## config.mk

```make
export PLATFORM = sky130hd
export DESIGN_NAME = alu_exec_unit
export DESIGN_NICKNAME = d
export VERILOG_FILES = /design/src/rtl/alu_pkg.sv /design/src/rtl/alu_paddsb.sv /design/src/rtl/alu_exec_unit.sv
export SDC_FILE = /design/constraint.sdc
export NUM_CORES = 1
export LEC_CHECK = 0
export ABC_AREA = 1
export BUFFER_PORTS_ARGS = -buffer_cell sky130_fd_sc_hd__buf_2
export CAP_MARGIN = 25
export CELL_PAD_IN_SITES_DETAIL_PLACEMENT = 0
export CELL_PAD_IN_SITES_GLOBAL_PLACEMENT = 2
export CORE_AREA = 5 5 155 157
export CTS_CLUSTER_DIAMETER = 200
export DETAILED_ROUTE_END_ITERATION = 8
export DIE_AREA = 0 0 160 162
export HOLD_SLACK_MARGIN = 0.15
export PLACE_DENSITY = 0.89
export SYNTH_ARGS = -nofsm -noshare
export SYNTH_HDL_FRONTEND = slang
export SYNTH_SLANG_ARGS = --single-unit
```

## constraint.sdc

```tcl
create_clock -name clk -period 4.5 [get_ports clk]
set_input_delay 0.45 -clock clk [delete_from_list [all_inputs] [get_ports clk]]
set_output_delay 0.45 -clock clk [all_outputs]
set_load 0.1 [all_outputs]
```

## src/rtl/alu_pkg.sv

```systemverilog
// Shared definitions for the EX-stage ALU: opcode encodings, flag bit
// positions, shift FSM states and the signed-saturation helper.
package alu_pkg;

  localparam logic [3:0] OP_ADD    = 4'd0;
  localparam logic [3:0] OP_SUB    = 4'd1;
  localparam logic [3:0] OP_XOR    = 4'd2;
  localparam logic [3:0] OP_RED    = 4'd3;
  localparam logic [3:0] OP_SLL    = 4'd4;
  localparam logic [3:0] OP_SRA    = 4'd5;
  localparam logic [3:0] OP_ROR    = 4'd6;
  localparam logic [3:0] OP_PADDSB = 4'd7;
  localparam logic [3:0] OP_LW     = 4'd8;
  localparam logic [3:0] OP_SW     = 4'd9;
  localparam logic [3:0] OP_LHB    = 4'd10;
  localparam logic [3:0] OP_LLB    = 4'd11;
  localparam logic [3:0] OP_HLT    = 4'd15;

  // Bit positions inside the {Z,V,N} flag vector
  localparam int FLG_Z = 2;
  localparam int FLG_V = 1;
  localparam int FLG_N = 0;

  typedef enum logic {
    ST_IDLE,
    ST_SHIFT
  } alu_state_t;

  // Signed-add overflow detection from the operand and raw-sum sign bits.
  // Returns {overflow, saturate_positive}; when overflow is set the caller
  // substitutes the most positive value if saturate_positive, else the most
  // negative one. For subtraction pass the inverted sign of the subtrahend.
  function automatic logic [1:0] sat_add(input logic sign_a,
                                         input logic sign_b,
                                         input logic sign_sum);
    logic ovf;
    ovf = (sign_a == sign_b) && (sign_sum != sign_a);
    return {ovf, ~sign_a};
  endfunction

endpackage

```

## src/rtl/alu_paddsb.sv

```systemverilog
// Lane-parallel signed saturating adder: WIDTH/LANE independent LANE-bit
// lanes, each clamped to its own signed range on overflow.
module alu_paddsb
  import alu_pkg::*;
#(
  parameter int WIDTH = 16,
  parameter int LANE  = 4
) (
  input  logic [WIDTH-1:0] a,
  input  logic [WIDTH-1:0] b,
  output logic [WIDTH-1:0] sum
);

  localparam logic [LANE-1:0] LANE_MAX = {1'b0, {(LANE-1){1'b1}}};
  localparam logic [LANE-1:0] LANE_MIN = {1'b1, {(LANE-1){1'b0}}};

  for (genvar gi = 0; gi < WIDTH / LANE; gi++) begin : g_lane
    logic [LANE-1:0] raw;
    logic [1:0]      sat;

    assign raw = a[gi*LANE +: LANE] + b[gi*LANE +: LANE];
    assign sat = sat_add(a[gi*LANE+LANE-1], b[gi*LANE+LANE-1], raw[LANE-1]);
    assign sum[gi*LANE +: LANE] = sat[1] ? (sat[0] ? LANE_MAX : LANE_MIN) : raw;
  end

endmodule

```

## src/rtl/alu_exec_unit.sv

```systemverilog
// Registered EX-stage ALU with valid/ready on both sides and a {Z,V,N}
// flag register that loads together with the result.
// Optional build macro ALU_ITER_SHIFT_EN: shifts use a 1-bit-per-cycle
// iterative shifter (latency = shift amount); otherwise a barrel shifter
// gives single-cycle latency for every opcode.
module alu_exec_unit
  import alu_pkg::*;
#(
  parameter int WIDTH = 16,
  parameter int LANE  = 4
) (
  input  logic             clk,
  input  logic             rst,
  input  logic             in_valid,
  output logic             in_ready,
  input  logic [3:0]       in_op,
  input  logic [WIDTH-1:0] in_a,
  input  logic [WIDTH-1:0] in_b,
  output logic             out_valid,
  input  logic             out_ready,
  output logic [WIDTH-1:0] out_result,
  output logic [2:0]       flags
);

  localparam int SHW    = $clog2(WIDTH);
  localparam int NBYTES = WIDTH / 8;

  localparam logic [WIDTH-1:0] SAT_MAX = {1'b0, {(WIDTH-1){1'b1}}};
  localparam logic [WIDTH-1:0] SAT_MIN = {1'b1, {(WIDTH-1){1'b0}}};

  logic             out_valid_reg;
  logic [WIDTH-1:0] out_result_reg;
  logic [2:0]       flags_reg;

  logic             out_free;
  logic             accept;
  logic             single_done;
  logic             complete;
  logic [WIDTH-1:0] complete_result;
  logic [2:0]       complete_flags;

  logic [SHW-1:0]   shamt;
  logic [WIDTH-1:0] add_sum;
  logic [WIDTH-1:0] sub_diff;
  logic [1:0]       add_sat;
  logic [1:0]       sub_sat;
  logic [WIDTH-1:0] paddsb_res;
  logic [WIDTH-1:0] red_sum;
  logic [WIDTH-1:0] shift_res;
  logic [WIDTH-1:0] op_res;
  logic [2:0]       op_flags;
  logic [WIDTH-1:0] byte_ext [2*NBYTES];

  assign out_free = ~out_valid_reg | out_ready;
  assign accept   = in_valid & in_ready;
  assign shamt    = in_b[SHW-1:0];

  assign add_sum  = in_a + in_b;
  assign sub_diff = in_a - in_b;
  assign add_sat  = sat_add(in_a[WIDTH-1], in_b[WIDTH-1], add_sum[WIDTH-1]);
  assign sub_sat  = sat_add(in_a[WIDTH-1], ~in_b[WIDTH-1], sub_diff[WIDTH-1]);

  alu_paddsb #(
    .WIDTH (WIDTH),
    .LANE  (LANE)
  ) u_paddsb (
    .a   (in_a),
    .b   (in_b),
    .sum (paddsb_res)
  );

  // Sign-extend every byte of both operands for the reduction sum
  for (genvar gi = 0; gi < NBYTES; gi++) begin : g_red
    assign byte_ext[2*gi]   = {{(WIDTH-8){in_a[8*gi+7]}}, in_a[8*gi +: 8]};
    assign byte_ext[2*gi+1] = {{(WIDTH-8){in_b[8*gi+7]}}, in_b[8*gi +: 8]};
  end

  // Reduction: sum of all sign-extended bytes, modulo 2^WIDTH
  always_comb begin
    red_sum = '0;
    for (int i = 0; i < 2 * NBYTES; i++) begin
      red_sum = red_sum + byte_ext[i];
    end
  end

`ifdef ALU_ITER_SHIFT_EN
  alu_state_t       state_reg;
  logic [WIDTH-1:0] shift_reg;
  logic [SHW-1:0]   cnt_reg;
  logic [3:0]       shop_reg;
  logic             start_iter;
  logic             cnt_le1;
  logic             iter_done;
  logic [WIDTH-1:0] iter_final;

  function automatic logic [WIDTH-1:0] shift_one(input logic [3:0]       op,
                                                 input logic [WIDTH-1:0] val);
    case (op)
      OP_SLL:  return {val[WIDTH-2:0], 1'b0};
      OP_SRA:  return {val[WIDTH-1], val[WIDTH-1:1]};
      default: return {val[0], val[WIDTH-1:1]};
    endcase
  endfunction

  // Shifts by 0 or 1 finish through the single-cycle path; longer ones
  // take the first step at accept and iterate the rest in ST_SHIFT.
  assign start_iter  = accept & ((in_op == OP_SLL) | (in_op == OP_SRA) | (in_op == OP_ROR))
                     & (shamt[SHW-1:1] != '0);
  assign single_done = accept & ~start_iter;
  assign shift_res   = shamt[0] ? shift_one(in_op, in_a) : in_a;
  assign cnt_le1     = (cnt_reg[SHW-1:1] == '0);
  // cnt_reg==0 means the final value is already parked waiting for space
  assign iter_final  = cnt_reg[0] ? shift_one(shop_reg, shift_reg) : shift_reg;
  assign iter_done   = (state_reg == ST_SHIFT) & cnt_le1 & out_free;
  assign in_ready    = (state_reg == ST_IDLE) & out_free;

  // Iterative shift FSM: one bit per cycle, park the result if blocked
  always_ff @(posedge clk) begin
    if (rst) begin
      state_reg <= ST_IDLE;
      shift_reg <= '0;
      cnt_reg   <= '0;
      shop_reg  <= OP_SLL;
    end else begin
      case (state_reg)
        ST_IDLE: begin
          if (start_iter) begin
            state_reg <= ST_SHIFT;
            shift_reg <= shift_one(in_op, in_a);
            cnt_reg   <= shamt - 1'b1;
            shop_reg  <= in_op;
          end
        end
        default: begin
          if (cnt_le1) begin
            shift_reg <= iter_final;
            cnt_reg   <= '0;
            if (out_free) begin
              state_reg <= ST_IDLE;
            end
          end else begin
            shift_reg <= shift_one(shop_reg, shift_reg);
            cnt_reg   <= cnt_reg - 1'b1;
          end
        end
      endcase
    end
  end

  // Select between an iterative-shift completion and a single-cycle one
  always_comb begin
    complete_result = op_res;
    complete_flags  = op_flags;
    if (iter_done) begin
      complete_result        = iter_final;
      complete_flags         = flags_reg;
      complete_flags[FLG_Z]  = (iter_final == '0);
    end
  end

  assign complete = single_done | iter_done;
`else
  // Barrel shifter: every shift amount completes in one cycle
  always_comb begin
    shift_res = in_a;
    case (in_op)
      OP_SLL:  shift_res = in_a << shamt;
      OP_SRA:  shift_res = $signed(in_a) >>> shamt;
      default: shift_res = WIDTH'({in_a, in_a} >> shamt);
    endcase
  end

  assign single_done     = accept;
  assign in_ready        = out_free;
  assign complete        = single_done;
  assign complete_result = op_res;
  assign complete_flags  = op_flags;
`endif

  // Opcode decode: result and the flag vector to load with it
  always_comb begin
    op_res   = in_a;
    op_flags = flags_reg;
    case (in_op)
      OP_ADD: begin
        op_res          = add_sat[1] ? (add_sat[0] ? SAT_MAX : SAT_MIN) : add_sum;
        op_flags[FLG_Z] = (op_res == '0);
        op_flags[FLG_V] = add_sat[1];
        op_flags[FLG_N] = op_res[WIDTH-1];
      end
      OP_SUB: begin
        op_res          = sub_sat[1] ? (sub_sat[0] ? SAT_MAX : SAT_MIN) : sub_diff;
        op_flags[FLG_Z] = (op_res == '0);
        op_flags[FLG_V] = sub_sat[1];
        op_flags[FLG_N] = op_res[WIDTH-1];
      end
      OP_XOR: begin
        op_res          = in_a ^ in_b;
        op_flags[FLG_Z] = (op_res == '0);
      end
      OP_RED:    op_res = red_sum;
      OP_SLL, OP_SRA, OP_ROR: begin
        op_res          = shift_res;
        op_flags[FLG_Z] = (op_res == '0);
      end
      OP_PADDSB: op_res = paddsb_res;
      OP_LW, OP_SW: op_res = add_sum;
      OP_LHB:    op_res = {in_b[7:0], in_a[WIDTH-9:0]};
      OP_LLB:    op_res = {in_a[WIDTH-1:8], in_b[7:0]};
      default:   op_res = in_a;
    endcase
  end

  // Result/flag register: load on completion, drop valid on consumption
  always_ff @(posedge clk) begin
    if (rst) begin
      out_valid_reg  <= 1'b0;
      out_result_reg <= '0;
      flags_reg      <= 3'b000;
    end else if (complete) begin
      out_valid_reg  <= 1'b1;
      out_result_reg <= complete_result;
      flags_reg      <= complete_flags;
    end else if (out_ready) begin
      out_valid_reg  <= 1'b0;
    end
  end

  assign out_valid  = out_valid_reg;
  assign out_result = out_result_reg;
  assign flags      = flags_reg;

endmodule

```

# Yosys cells after proc, flatten, opt, wreduce, memory -nomap -nowiden
# Index checks and enable logic that the tools add are counted.
# word_totals
reg_bits	20
latch_bits	0
ramBits	0
romBits	0
in_bits	40
word_cells	78
memories	0
# classes
add_sub_neg	9
n_mul	0
div_mod_pow	0
magnitude_cmp	0
n_eq_ne	22
shift	3
n_mux	17
bitwise	5
n_reduce_logical	18
# ops
operator	count
16-bit case mux with 9 select lines	1
16-bit logical NOT	4
16-bit 2-to-1 mux	3
4-bit 2-to-1 mux	8
16-bit case mux with 2 select lines	1
32-bit by 4-bit right shift with 16-bit output	1
16-bit adder	1
4-bit adder	4
4-bit by 3-bit == test with 1-bit output, second input constant	4
4-bit == test, second input constant	4
16-bit by 4-bit << shifter with 16-bit output	1
16-bit by 4-bit >>> shifter with 16-bit output	1
16-bit subtractor	1
16-bit bitwise XOR	1
10-bit by 8-bit adder with 11-bit output	1
9-bit by 8-bit adder with 10-bit output	1
8-bit by 8-bit adder with 9-bit output	1
4-bit by 2-bit == test with 1-bit output, second input constant	2
1-bit logical AND	6
1-bit != test	6
1-bit == test	5
4-bit by 1-bit == test with 1-bit output, second input constant	1
4-bit logical NOT	1
1-bit case mux with 4 select lines	1
10 further kinds	14

# Longest topological paths before layout
# logic_depth
word_depth	6
mapped_depth	24
mapped_depth_nobuf	22

# Modules after synthesis
# From an unflattened synthesis, not the netlist that was laid out.
# unflattened
cells_unflattened	1368
area_unflattened_um2	7253.2
# modules_own_cells
mod	n_inst	cells_per_inst	area_per_inst_um2	seq_area_each_um2
alu_exec_unit	1	1244	6507.5	400.4
alu_paddsb	1	124	745.7	0.0

# Worst setup path after synthesis
# No wires, ideal clock.
# synth_path
path_kind	in2reg
from	input port in_b[2]
to	register out_result_reg[2], in the netlist out_result[2]
setup_ns	0.119
arrival_time_ns	3.341
t_required_ns	4.381
slack_ns	1.039
path_stages	22
n_path_buf	2
path_cell_list	inv_1 buf_2 ha_1 buf_6 nor2_1 nand2_1 nand2_2 nand2_1 nand2_1 nand2_1 nand3_1 nand2_1 nand3_1 fa_1 nor2_1 inv_1 a21boi_1 nor2_1 nor4_1 o221ai_1 nor2_1 nor2_1
# synth_via
elab_chain_len	5
word_cells_on_any_way	21
classes_between	6 x add/sub; 3 x eq/ne; 3 x shift; 5 x mux; 1 x bitwise; 3 x reduce/logical
# synth_rtl
element	line	source
start, declared	alu_exec_unit.sv:18	input logic [WIDTH-1:0] in_b,
branches (longest 4 deep; another with 10-bit by 8-bit adder with 11-bit output)	-	
16-bit case mux with 9 select lines *	alu_exec_unit.sv:184	case (in_op)
end signal, assigned	alu_exec_unit.sv:222	out_result_reg <= complete_result;
end, declared	alu_exec_unit.sv:32	logic [WIDTH-1:0] out_result_reg;
# Mark *: on every way between the ends.
# A chain may end at the register's enable or synchronous reset.

# Final worst setup path
# layout_path
from	input port in_b[1]
to	register out_result_reg[7], in the netlist out_result[7]
# layout_via
elab_chain_len	5
word_cells_on_any_way	16
classes_between	5 x add/sub; 2 x eq/ne; 3 x shift; 4 x mux; 2 x reduce/logical
# layout_rtl
element	line
branches (longest 4 deep; another with 10-bit by 8-bit adder with 11-bit output)	-
16-bit case mux with 9 select lines *	alu_exec_unit.sv:184
# Marked as above.

==> impl_metrics.ini <==
[floorplanning]
die_w_um = 160
core_mm2 = 0.02237
rows = 55
die_area_mm2 = 0.02592
start_util_pct = 31.43
io_pins = 61
die_h_um = 162

[layout]
syn_to_final_growth_pct = 9.042
multi_input_area_mm2 = 0.005692
n_antenna_cell = 0
seq_area_um2 = 400.4
drive_gt1_share_pct = 12.68
design_area_mm2 = 0.007665
largest_reg_flops = 16
nets = 1414
nFillCells = 2594

[cts]
post_cts_buffers = 0
clock-sinks = 20
htreeDepth = 1
cts.path.max_buffers = 2
path_clk_slew_ns = 0.05
cts_hold_buf = 0
clockRootBuffer = clkbuf_16
cts_made_buffers = 3
postCtsResizedCells = 0
clkLatencyLatePin_ns = 0.25
tritoncts = done

[global_routing]
antenna_found_initial = 0
grt_usage_pct = 25.98
grt_pass1_vias = 8725
grt.overflow.total = 0
grt_pass1_wl_mm = 51.91
grt_max_degree = 37

[routing]
wl_per_cell_um = 21.77
vias = 8913
ant_nets = 0
viasPerCell = 5.592
post-route-drc-count = 0
firstDrtPassIters = 6
drt_iter0_markers = 977
routed_wirelength_mm = 34.70

[logic_synthesis]
syn_area_mm2 = 0.007029
synth_ff_type = dfxtp_1
ys_warn_count = 0
synth_seq_area_share_pct = 5.696
synth_cell_type_count = 49
synth_edf_count = 0
async_reset_ff_share_pct = 0
syn_nets = 1368
netlist_instances = 1264
syn_area_per_cell_um2 = 5.561
synth-seq-cells = 20

[timing]
slew_viol_final = 0
fin_crit_ns = 3.899
relSlewSlack_pct = 50.09
post-route-period-util_pct = 86.63
rsz0062_at_grt = no
finalHoldViolations = 0
clock_skew_ns = 0.002893
finalSetupViolCount = 0
tightest_slew_ns = 0.7468
setup-tns-final_ns = 0
max_freq_mhz = 256.5

[power]
ir_worst_vdd_mv = 0.1304
p_per_area_mw_per_mm2 = 222.4
p_leak_uw = 0.004177

[worst_hold_path]
min_path_cells = 2
hp-start = flags[1]$_SDFFE_PP0P_
hp-class = register to register
min_to = flags[1]$_SDFFE_PP0P_

[setup_path]
critPathRequiredTime_ns = 4.63
end_kind = register
startpoint_type = input port
r2r_cells = 9
max_stage_delay_ns = 0.57
cpMaxStageDelayCell = o31ai_1
worstPathArrival_ns = 4.03
path_max_fanout = 36
reg2reg_slack_ns = 2.35
r2r-end = flags[2]$_SDFFE_PP0P_
path_cells = buf_2, inv_4, buf_4, fa_1, fa_1, inv_1, ha_1, fa_1, inv_1, o31ai_1, nand2_1, nand2_1, a21oi_1, nor2_1, nor2_1, nand2_1, nand3_1, o21ai_1, a21oi_1
r2r-start = out_valid$_SDFFE_PP0P_
critical_path_class = input port to register

[placed_design]
place_area_mm2 = 0.007576
place.gp.congestion = 1.021
hpwl_mm = 28.72
numPortBuffers = 60

[run_status]
status = completed

[run]
drv_cap = 0
-- per-layer routing --
metal	vias up	share of wire (%)	global-route usage, %	wire length (um)
met5	-	0	0	0
met4	0	6.5	13.45	2249
met3	109	7.3	3.349	2541
met2	455	45	42.56	15540
met1	4093	41	33.52	14370
li1	4256	-	-	-
-- placed cells by master (no fill, tap or decap), types with 15 or more instances in the layout --
master,n
nand2_1,379
nand3_1,207
inv_1,149
nor2_1,117
a21oi_1,64
buf_2,60
ha_1,41
o21ai_0,30
buf_4,27
fa_1,23
nand4_1,20
dfxtp_1,20
nand3_2,15
o22ai_1,15
-- through the flow --
| step | utilization [%] | hold slack (ns) | worst slack [ns] | power (uW) | instances |
|---|---|---|---|---|---|
| after floorplan | - | 0.5988 | 1.039 | 1095 | 1264 |
| final | 34.27 | 0.4643 | 0.6014 | 1705 | 1594 |
| after CTS | 34.27 | 0.4697 | 0.6976 | 1685 | 1594 |
| after global routing | 34.27 | 0.5010 | 0.4554 | 1839 | 1594 |
| after detailed placement | 33.87 | 0.4609 | 0.4561 | 1479 | 1590 |
| after global placement | 33.82 | 0.4556 | 0.3869 | 1483 | 1589 |
-- worst max-delay path by stage --
stage                       start                         end  slack (ns)  depth (start not counted)
after detailed placement  in_b[1]  out_result[7]$_SDFFE_PP0P_        0.46                         19
after global placement    in_b[1]  out_result[7]$_SDFFE_PP0P_        0.39                         19
after CTS                 in_b[1]  out_result[7]$_SDFFE_PP0P_        0.70                         19
after global routing      in_b[1]  out_result[7]$_SDFFE_PP0P_        0.46                         19
final                     in_b[1]  out_result[7]$_SDFFE_PP0P_        0.60                         19
after floorplan           in_b[2]  out_result[2]$_SDFFE_PP0P_        1.04                         22
-- cell families after synthesis --
kind of cell	Yosys count	synth area share [%]
simple gates	795	51.53
buf+inv	209	13.33
compound gates	166	14.35
fa+ha+maj	64	13.85
flops	20	5.696
xor+xnor	10	1.246
-- final cells by class --
| cell class | instances | share of cell area (%) |
|---|---|---|
| Sequential cell | 20 | 5.224 |
| Tap cell | 285 | 4.652 |
| Multi-Input combinational cell | 1035 | 74.26 |
| Timing Repair Buffer | 88 | 6.709 |
| Inverter | 162 | 7.999 |
| Clock buffer | 4 | 1.159 |
-- cells in the mapped netlist, types with 4 or more instances --
library cell | n | area [um2]
nand2_1 | 379 | 1423
nand3_1 | 207 | 1036
inv_1 | 149 | 559.3
nor2_1 | 117 | 439.2
a21oi_1 | 64 | 320.3
ha_1 | 41 | 513.0
o21ai_0 | 30 | 150.1
fa_1 | 23 | 460.4
dfxtp_1 | 20 | 400.4
nand4_1 | 20 | 125.1
buf_2 | 18 | 90.09
nand3_2 | 15 | 150.1
o22ai_1 | 15 | 93.84
nand2_2 | 13 | 81.33
o21ai_1 | 13 | 65.06
inv_2 | 11 | 41.29
nand2_4 | 11 | 123.9
nor3_1 | 11 | 55.05
buf_6 | 10 | 112.6
buf_4 | 9 | 67.56
o211ai_1 | 9 | 67.56
clkbuf_1 | 8 | 30.03
nor2_2 | 8 | 50.05
o2111ai_1 | 7 | 61.31
xor2_1 | 7 | 61.31
o21bai_1 | 6 | 45.04
o221ai_1 | 5 | 43.79
a21oi_2 | 4 | 35.03
nor4_1 | 4 | 25.02
-- report_power, final --
group	switching, uW	internal, uW	total, uW
registers	7.86	193	201
clock network	63.2	135	199
logic	934	372	1310
-- critical path: cells and delay by family --
kind                       cells  cell delay, ns
adders and majority gates      4            1.40
AOI/OAI and AO/OA              4            0.89
buffers and inverters          5            0.69
and+or+nand+nor                6            0.57
Note: power is estimated with default switching activity, not from simulation.
